`src/rtl/id_pkg.sv`:
```
// Shared opcodes, one-hot format bit positions and the decoded-field record
// held in the decode stage's output and skid registers.
package id_pkg;

  localparam logic [6:0] OP_LUI    = 7'b0110111;
  localparam logic [6:0] OP_AUIPC  = 7'b0010111;
  localparam logic [6:0] OP_JAL    = 7'b1101111;
  localparam logic [6:0] OP_JALR   = 7'b1100111;
  localparam logic [6:0] OP_BRANCH = 7'b1100011;
  localparam logic [6:0] OP_LOAD   = 7'b0000011;
  localparam logic [6:0] OP_STORE  = 7'b0100011;
  localparam logic [6:0] OP_IMM    = 7'b0010011;
  localparam logic [6:0] OP_REG    = 7'b0110011;
  localparam logic [6:0] OP_IMM32  = 7'b0011011;
  localparam logic [6:0] OP_REG32  = 7'b0111011;
  localparam logic [6:0] OP_FENCE  = 7'b0001111;
  localparam logic [6:0] OP_SYSTEM = 7'b1110011;

  localparam int T_R = 5;
  localparam int T_I = 4;
  localparam int T_S = 3;
  localparam int T_B = 2;
  localparam int T_U = 1;
  localparam int T_J = 0;

  // Width-independent fields; the XLEN-wide immediate and the PC live beside
  // this record inside the stage.
  typedef struct packed {
    logic [4:0] rs1;
    logic [4:0] rs2;
    logic [4:0] rd;
    logic [6:0] opcode;
    logic [2:0] funct3;
    logic [6:0] funct7;
    logic [5:0] typ;
    logic       illegal;
  } dec_t;

endpackage

```
`src/rtl/id_imm_gen.sv`:
```
// Combinational format classifier and sign-extended immediate generator.
// Unrecognised encodings give type 0, immediate 0 and the illegal flag.
module id_imm_gen
  import id_pkg::*;
#(
  parameter int XLEN = 32
) (
  input  logic [31:0]     i_ins,
  output logic [5:0]      o_type,
  output logic [XLEN-1:0] o_imm,
  output logic            o_illegal
);

  logic [5:0]  w_type;
  logic [31:0] w_raw;

  always_comb begin
    w_type = '0;
    if (i_ins[1:0] == 2'b11) begin
      case (i_ins[6:0])
        OP_REG:                                    w_type[T_R] = 1'b1;
        OP_REG32:                                  w_type[T_R] = (XLEN == 64);
        OP_IMM, OP_LOAD, OP_JALR, OP_FENCE, OP_SYSTEM: w_type[T_I] = 1'b1;
        OP_IMM32:                                  w_type[T_I] = (XLEN == 64);
        OP_STORE:                                  w_type[T_S] = 1'b1;
        OP_BRANCH:                                 w_type[T_B] = 1'b1;
        OP_LUI, OP_AUIPC:                          w_type[T_U] = 1'b1;
        OP_JAL:                                    w_type[T_J] = 1'b1;
        default:                                   w_type = '0;
      endcase
    end
  end

  // Build a 32-bit signed value first, then widen once to XLEN.
  always_comb begin
    w_raw = '0;
    if (w_type[T_I])
      w_raw = {{20{i_ins[31]}}, i_ins[31:20]};
    else if (w_type[T_S])
      w_raw = {{20{i_ins[31]}}, i_ins[31:25], i_ins[11:7]};
    else if (w_type[T_B])
      w_raw = {{19{i_ins[31]}}, i_ins[31], i_ins[7], i_ins[30:25], i_ins[11:8], 1'b0};
    else if (w_type[T_U])
      w_raw = {i_ins[31:12], 12'b0};
    else if (w_type[T_J])
      w_raw = {{11{i_ins[31]}}, i_ins[31], i_ins[19:12], i_ins[20], i_ins[30:21], 1'b0};
  end

  assign o_type    = w_type;
  assign o_imm     = XLEN'($signed(w_raw));
  assign o_illegal = (w_type == 6'b0);

endmodule

```
`src/rtl/id_stage_pipe.sv`:
```
// Registered decode stage: one cycle latency, one instruction per cycle; a skid
// register absorbs one extra instruction so in_ready comes only from flops.
module id_stage_pipe
  import id_pkg::*;
#(
  parameter int XLEN = 32,
  parameter int PC_W = XLEN
) (
  input  logic            clk,
  input  logic            rst,
  input  logic            flush,
  input  logic            in_valid,
  output logic            in_ready,
  input  logic [31:0]     in_ins,
  input  logic [PC_W-1:0] in_pc,
  output logic            out_valid,
  input  logic            out_ready,
  output logic [PC_W-1:0] out_pc,
  output logic [4:0]      out_rs1,
  output logic [4:0]      out_rs2,
  output logic [4:0]      out_rd,
  output logic [6:0]      out_opcode,
  output logic [2:0]      out_funct3,
  output logic [6:0]      out_funct7,
  output logic [XLEN-1:0] out_imm,
  output logic [5:0]      out_type,
  output logic            out_illegal
);

  typedef struct packed {
    dec_t            dec;
    logic [XLEN-1:0] imm;
    logic [PC_W-1:0] pc;
  } slot_t;

  logic [5:0]      w_type;
  logic [XLEN-1:0] w_imm;
  logic            w_illegal;
  slot_t           w_in;
  logic            w_acc;

  slot_t r_o;
  slot_t r_k;
  logic  r_o_vld;
  logic  r_k_vld;

  id_imm_gen #(.XLEN(XLEN)) u_imm (
    .i_ins     (in_ins),
    .o_type    (w_type),
    .o_imm     (w_imm),
    .o_illegal (w_illegal)
  );

  always_comb begin
    w_in             = '0;
    w_in.dec.rs1     = in_ins[19:15];
    w_in.dec.rs2     = in_ins[24:20];
    w_in.dec.rd      = in_ins[11:7];
    w_in.dec.opcode  = in_ins[6:0];
    w_in.dec.funct3  = in_ins[14:12];
    w_in.dec.funct7  = in_ins[31:25];
    w_in.dec.typ     = w_type;
    w_in.dec.illegal = w_illegal;
    w_in.imm         = w_imm;
    w_in.pc          = in_pc;
  end

  // The skid slot is the only thing that can refuse input; rst overrides it.
  assign in_ready = ~r_k_vld & ~rst;
  assign w_acc    = in_valid & in_ready;

  always_ff @(posedge clk or posedge rst) begin
    if (rst) begin
      r_o     <= '0;
      r_k     <= '0;
      r_o_vld <= 1'b0;
      r_k_vld <= 1'b0;
    end else if (flush) begin
      r_o_vld <= 1'b0;
      r_k_vld <= 1'b0;
    end else if (!r_o_vld || out_ready) begin
      if (r_k_vld) begin
        r_o     <= r_k;
        r_o_vld <= 1'b1;
        r_k_vld <= 1'b0;
      end else begin
        r_o_vld <= w_acc;
        if (w_acc) r_o <= w_in;
      end
    end else if (w_acc) begin
      r_k     <= w_in;
      r_k_vld <= 1'b1;
    end
  end

  assign out_valid   = r_o_vld;
  assign out_pc      = r_o.pc;
  assign out_rs1     = r_o.dec.rs1;
  assign out_rs2     = r_o.dec.rs2;
  assign out_rd      = r_o.dec.rd;
  assign out_opcode  = r_o.dec.opcode;
  assign out_funct3  = r_o.dec.funct3;
  assign out_funct7  = r_o.dec.funct7;
  assign out_imm     = r_o.imm;
  assign out_type    = r_o.dec.typ;
  assign out_illegal = r_o.dec.illegal;

endmodule

```
`config.mk`:
```
export PLATFORM = sky130hd
export DESIGN_NAME = id_stage_pipe
export DESIGN_NICKNAME = d
export VERILOG_FILES = /design/src/rtl/id_pkg.sv /design/src/rtl/id_imm_gen.sv /design/src/rtl/id_stage_pipe.sv
export SDC_FILE = /design/constraint.sdc
export NUM_CORES = 1
export LEC_CHECK = 0
export ABC_AREA = 1
export ABC_CLOCK_PERIOD_IN_PS = 25500
export CORE_ASPECT_RATIO = 0.7
export CORE_MARGIN = 2
export CORE_UTILIZATION = 49
export CTS_CLUSTER_SIZE = 28
export DETAILED_ROUTE_END_ITERATION = 6
export GPL_TIMING_DRIVEN = 0
export PLACE_DENSITY = 0.78
export SYNTH_ARGS = -nofsm -noshare
export SYNTH_HDL_FRONTEND = slang
export SYNTH_SLANG_ARGS = --single-unit
```
`constraint.sdc`:
```
create_clock -name clk -period 25.5 [get_ports clk]
set_input_delay 7.65 -clock clk [delete_from_list [all_inputs] [get_ports clk]]
set_output_delay 7.65 -clock clk [all_outputs]
set_load 0.05 [all_outputs]
```
==> results_dict.tcl <==
set metrics [dict create \
    status "completed" \
    place_congestion 0.888 \
    viasPerCell 5.58 \
    post-cts-setup-buffers 0 \
    hold_viol_final 0 \
    dp_hpwl_um 19600 \
    setup_viol 0 \
    synth_edf_count 0 \
    setup_tns_ns 0 \
    die_h_um 120 \
    nets 1444 \
    worst_pin_slew_ns 0.758 \
    synth_seq_cells 208 \
    rsz0062_at_grt "no" \
    vias 9089 \
    power_leakage_uw 0.00614 \
    fillers 1563 \
    cts_buffers 21 \
    core_um2 18900 \
    wl_um 27900 \
    syn_to_final_growth_pct 28.4 \
    path_class "in -> out" \
    worstPathRequired_ns 17.85 \
    cts-root-buf "clkbuf_16" \
    endpoint_kind "output port" \
    final_period_minus_worst_setup_slack_ns 16.86 \
    power_density_nw_per_um2 77.3 \
    final_common_cell "nand2_1" \
    drt-wirelength-per-cell_um 17.1 \
    netlist_instances 1178 \
    grt_pass1_vias 8492 \
    fp-row-count 42 \
    antenna_found_initial 0 \
    clock_latency_ns 0.50 \
    grt_max_degree 107 \
    boundaryPins 174 \
    yosysSeqAreaShare 0.552 \
    max-cap-violations 0 \
    cp_common_cell "clkdlybuf4s50_1" \
    dp_cells 1594 \
    num_antenna_cells 0 \
    max_clock_freq_mhz 59.3 \
    cts_max_level 1 \
    slowest_delay_ns 0.82 \
    fin_crit_sh 0.661 \
    cts.repair.resized 0 \
    cts_max_path_buffers 3 \
    synthArstFlopShare 1.00 \
    drt_iter0_markers 958 \
    initial_utilization 0.500 \
    critPathSlowestCell "clkdlybuf4s50_1" \
    antenna_left 0 \
    numClockSinks 208 \
    cp_max_fo 4 \
    avgSynthCellArea_um2 8.01 \
    drcViolationCount 0 \
    grt_use_total 0.278 \
    slew_viol_final 0 \
    grt_pass1_wl_um 44500 \
    cp.arrival_ns 9.21 \
    clkSlewWorstSetupHoldPaths_ns 0.06 \
    io_buffers 173 \
    die-area_um2 20400 \
    syn-cell-area_um2 9440 \
    mostFrequentLayoutCells "nand2_1, dfrtp_1, clkdlybuf4s50_1, nor2_1, o21ai_0" \
    drive_gt1_frac 0.0670 \
    hold_class "reg -> reg" \
    cts_tree "built" \
    first_pass_iters 5 \
    cts_hold_buf 0 \
    yosysWarnings 0 \
    finalClockSkew_ns 0.0106 \
    gr-total-overflow 0 \
    yosysUniqueCellTypes 24 \
    path_cells "clkdlybuf4s50_1 -> nor2_1 -> clkdlybuf4s50_1" \
    synth_ff_type "dfrtp_1" \
    syn_nets 1247 \
    slew_headroom 0.495 \
    die_x_um 170 \
    max-vdd-ir-drop_v 0.0000455 \
    final_cells 1630 \
    start_kind "primary input" \
]
-- cells by family (layout without fill, tap and decap cells) --
group                  after synthesis  after routing  share of synthesized area
flip-flops                         208            208                      0.552
AND/OR/NAND/NOR                    583            583                      0.250
AO/OA/AOI/OAI                      238            238                      0.132
buffers and inverters              149            359                     0.0662
-- layout make-up --
type	instances	area [um^2]	share of cell area
inverters	69	267	0.0220
well taps	242	303	0.0250
clock buffers	27	568	0.0469
plain buffers	80	365	0.0301
flip-flops and latches	208	5200	0.429
multi-input cells	821	3610	0.298
repair buffers	174	1760	0.145
clock inverters	9	45.0	0.00372
-- sequential cells by signal, summed over array words and instances (netlist names) --
| name | flops |
|---|---|
| out_funct3 | 3 |
| out_funct7 | 7 |
| out_illegal | 1 |
| out_imm | 32 |
| out_opcode | 7 |
| out_pc | 32 |
| out_rd | 5 |
| out_rs1 | 5 |
| out_rs2 | 5 |
| out_type | 6 |
| out_valid | 1 |
| r_k | 103 |
| r_k_vld | 1 |
-- metrics by stage --
stage / utilization / worst slack (ns) / hold slack, ns / power, uW / instance area, um^2
CTS: 0.642 / 8.63 / 0.481 / 939 / 12100
detailed placement: 0.610 / 8.64 / 0.464 / 654 / 11500
finish: 0.642 / 8.64 / 0.478 / 937 / 12100
global placement: 0.608 / 8.78 / 0.464 / 648 / 11500
floorplan: - / 9.56 / 0.450 / 566 / 9440
global route: 0.642 / 8.58 / 0.496 / 976 / 12100
-- critical path, delay by kind of cell --
family                 cells  cell delay (ns)
AND/OR/NAND/NOR            1             0.16
buffers and inverters      2             1.40
-- cells in the mapped netlist (4+ instances only) --
cell type / count / share of area
o31ai_1: 6 / 0.0048
nand3_1: 84 / 0.045
buf_2: 40 / 0.021
o21ai_0: 131 / 0.069
nor2_1: 138 / 0.055
nand2_1: 344 / 0.14
clkbuf_1: 33 / 0.013
o21ai_1: 71 / 0.038
dfrtp_1: 208 / 0.55
a31oi_1: 26 / 0.017
inv_2: 6 / 0.0024
nor3_1: 7 / 0.0037
buf_4: 4 / 0.0032
inv_1: 63 / 0.025
-- layer usage --
layer	routed length [um]	global-route usage
met1	12800	0.433
met2	11600	0.394
met3	2890	0.0617
met4	644	0.0646
met5	0	0
-- power by group --
| group | internal (uW) | total (uW) | switching [uW] |
|---|---|---|---|
| Combinational | 80.8 | 234 | 153 |
| Sequential | 385 | 417 | 31.8 |
| Clock | 157 | 286 | 129 |
| Total | 623 | 937 | 314 |
-- worst paths after layout --
check | from | to | slack (ns) | cells past startpoint
max | rst | in_ready | 8.64 | 3
max in group asynchronous | rst | out_rs2[1] | 16.70 | 3
min in group asynchronous | rst | out_valid | 7.81 | 2
max reg2reg | r_k_vld | out_rs2[3] | 23.39 | 7
min reg2reg | out_imm[5] | out_imm[5] | 0.48 | 2
min | out_imm[5] | out_imm[5] | 0.48 | 2
No activity file was read; power rests on OpenSTA's default activity.
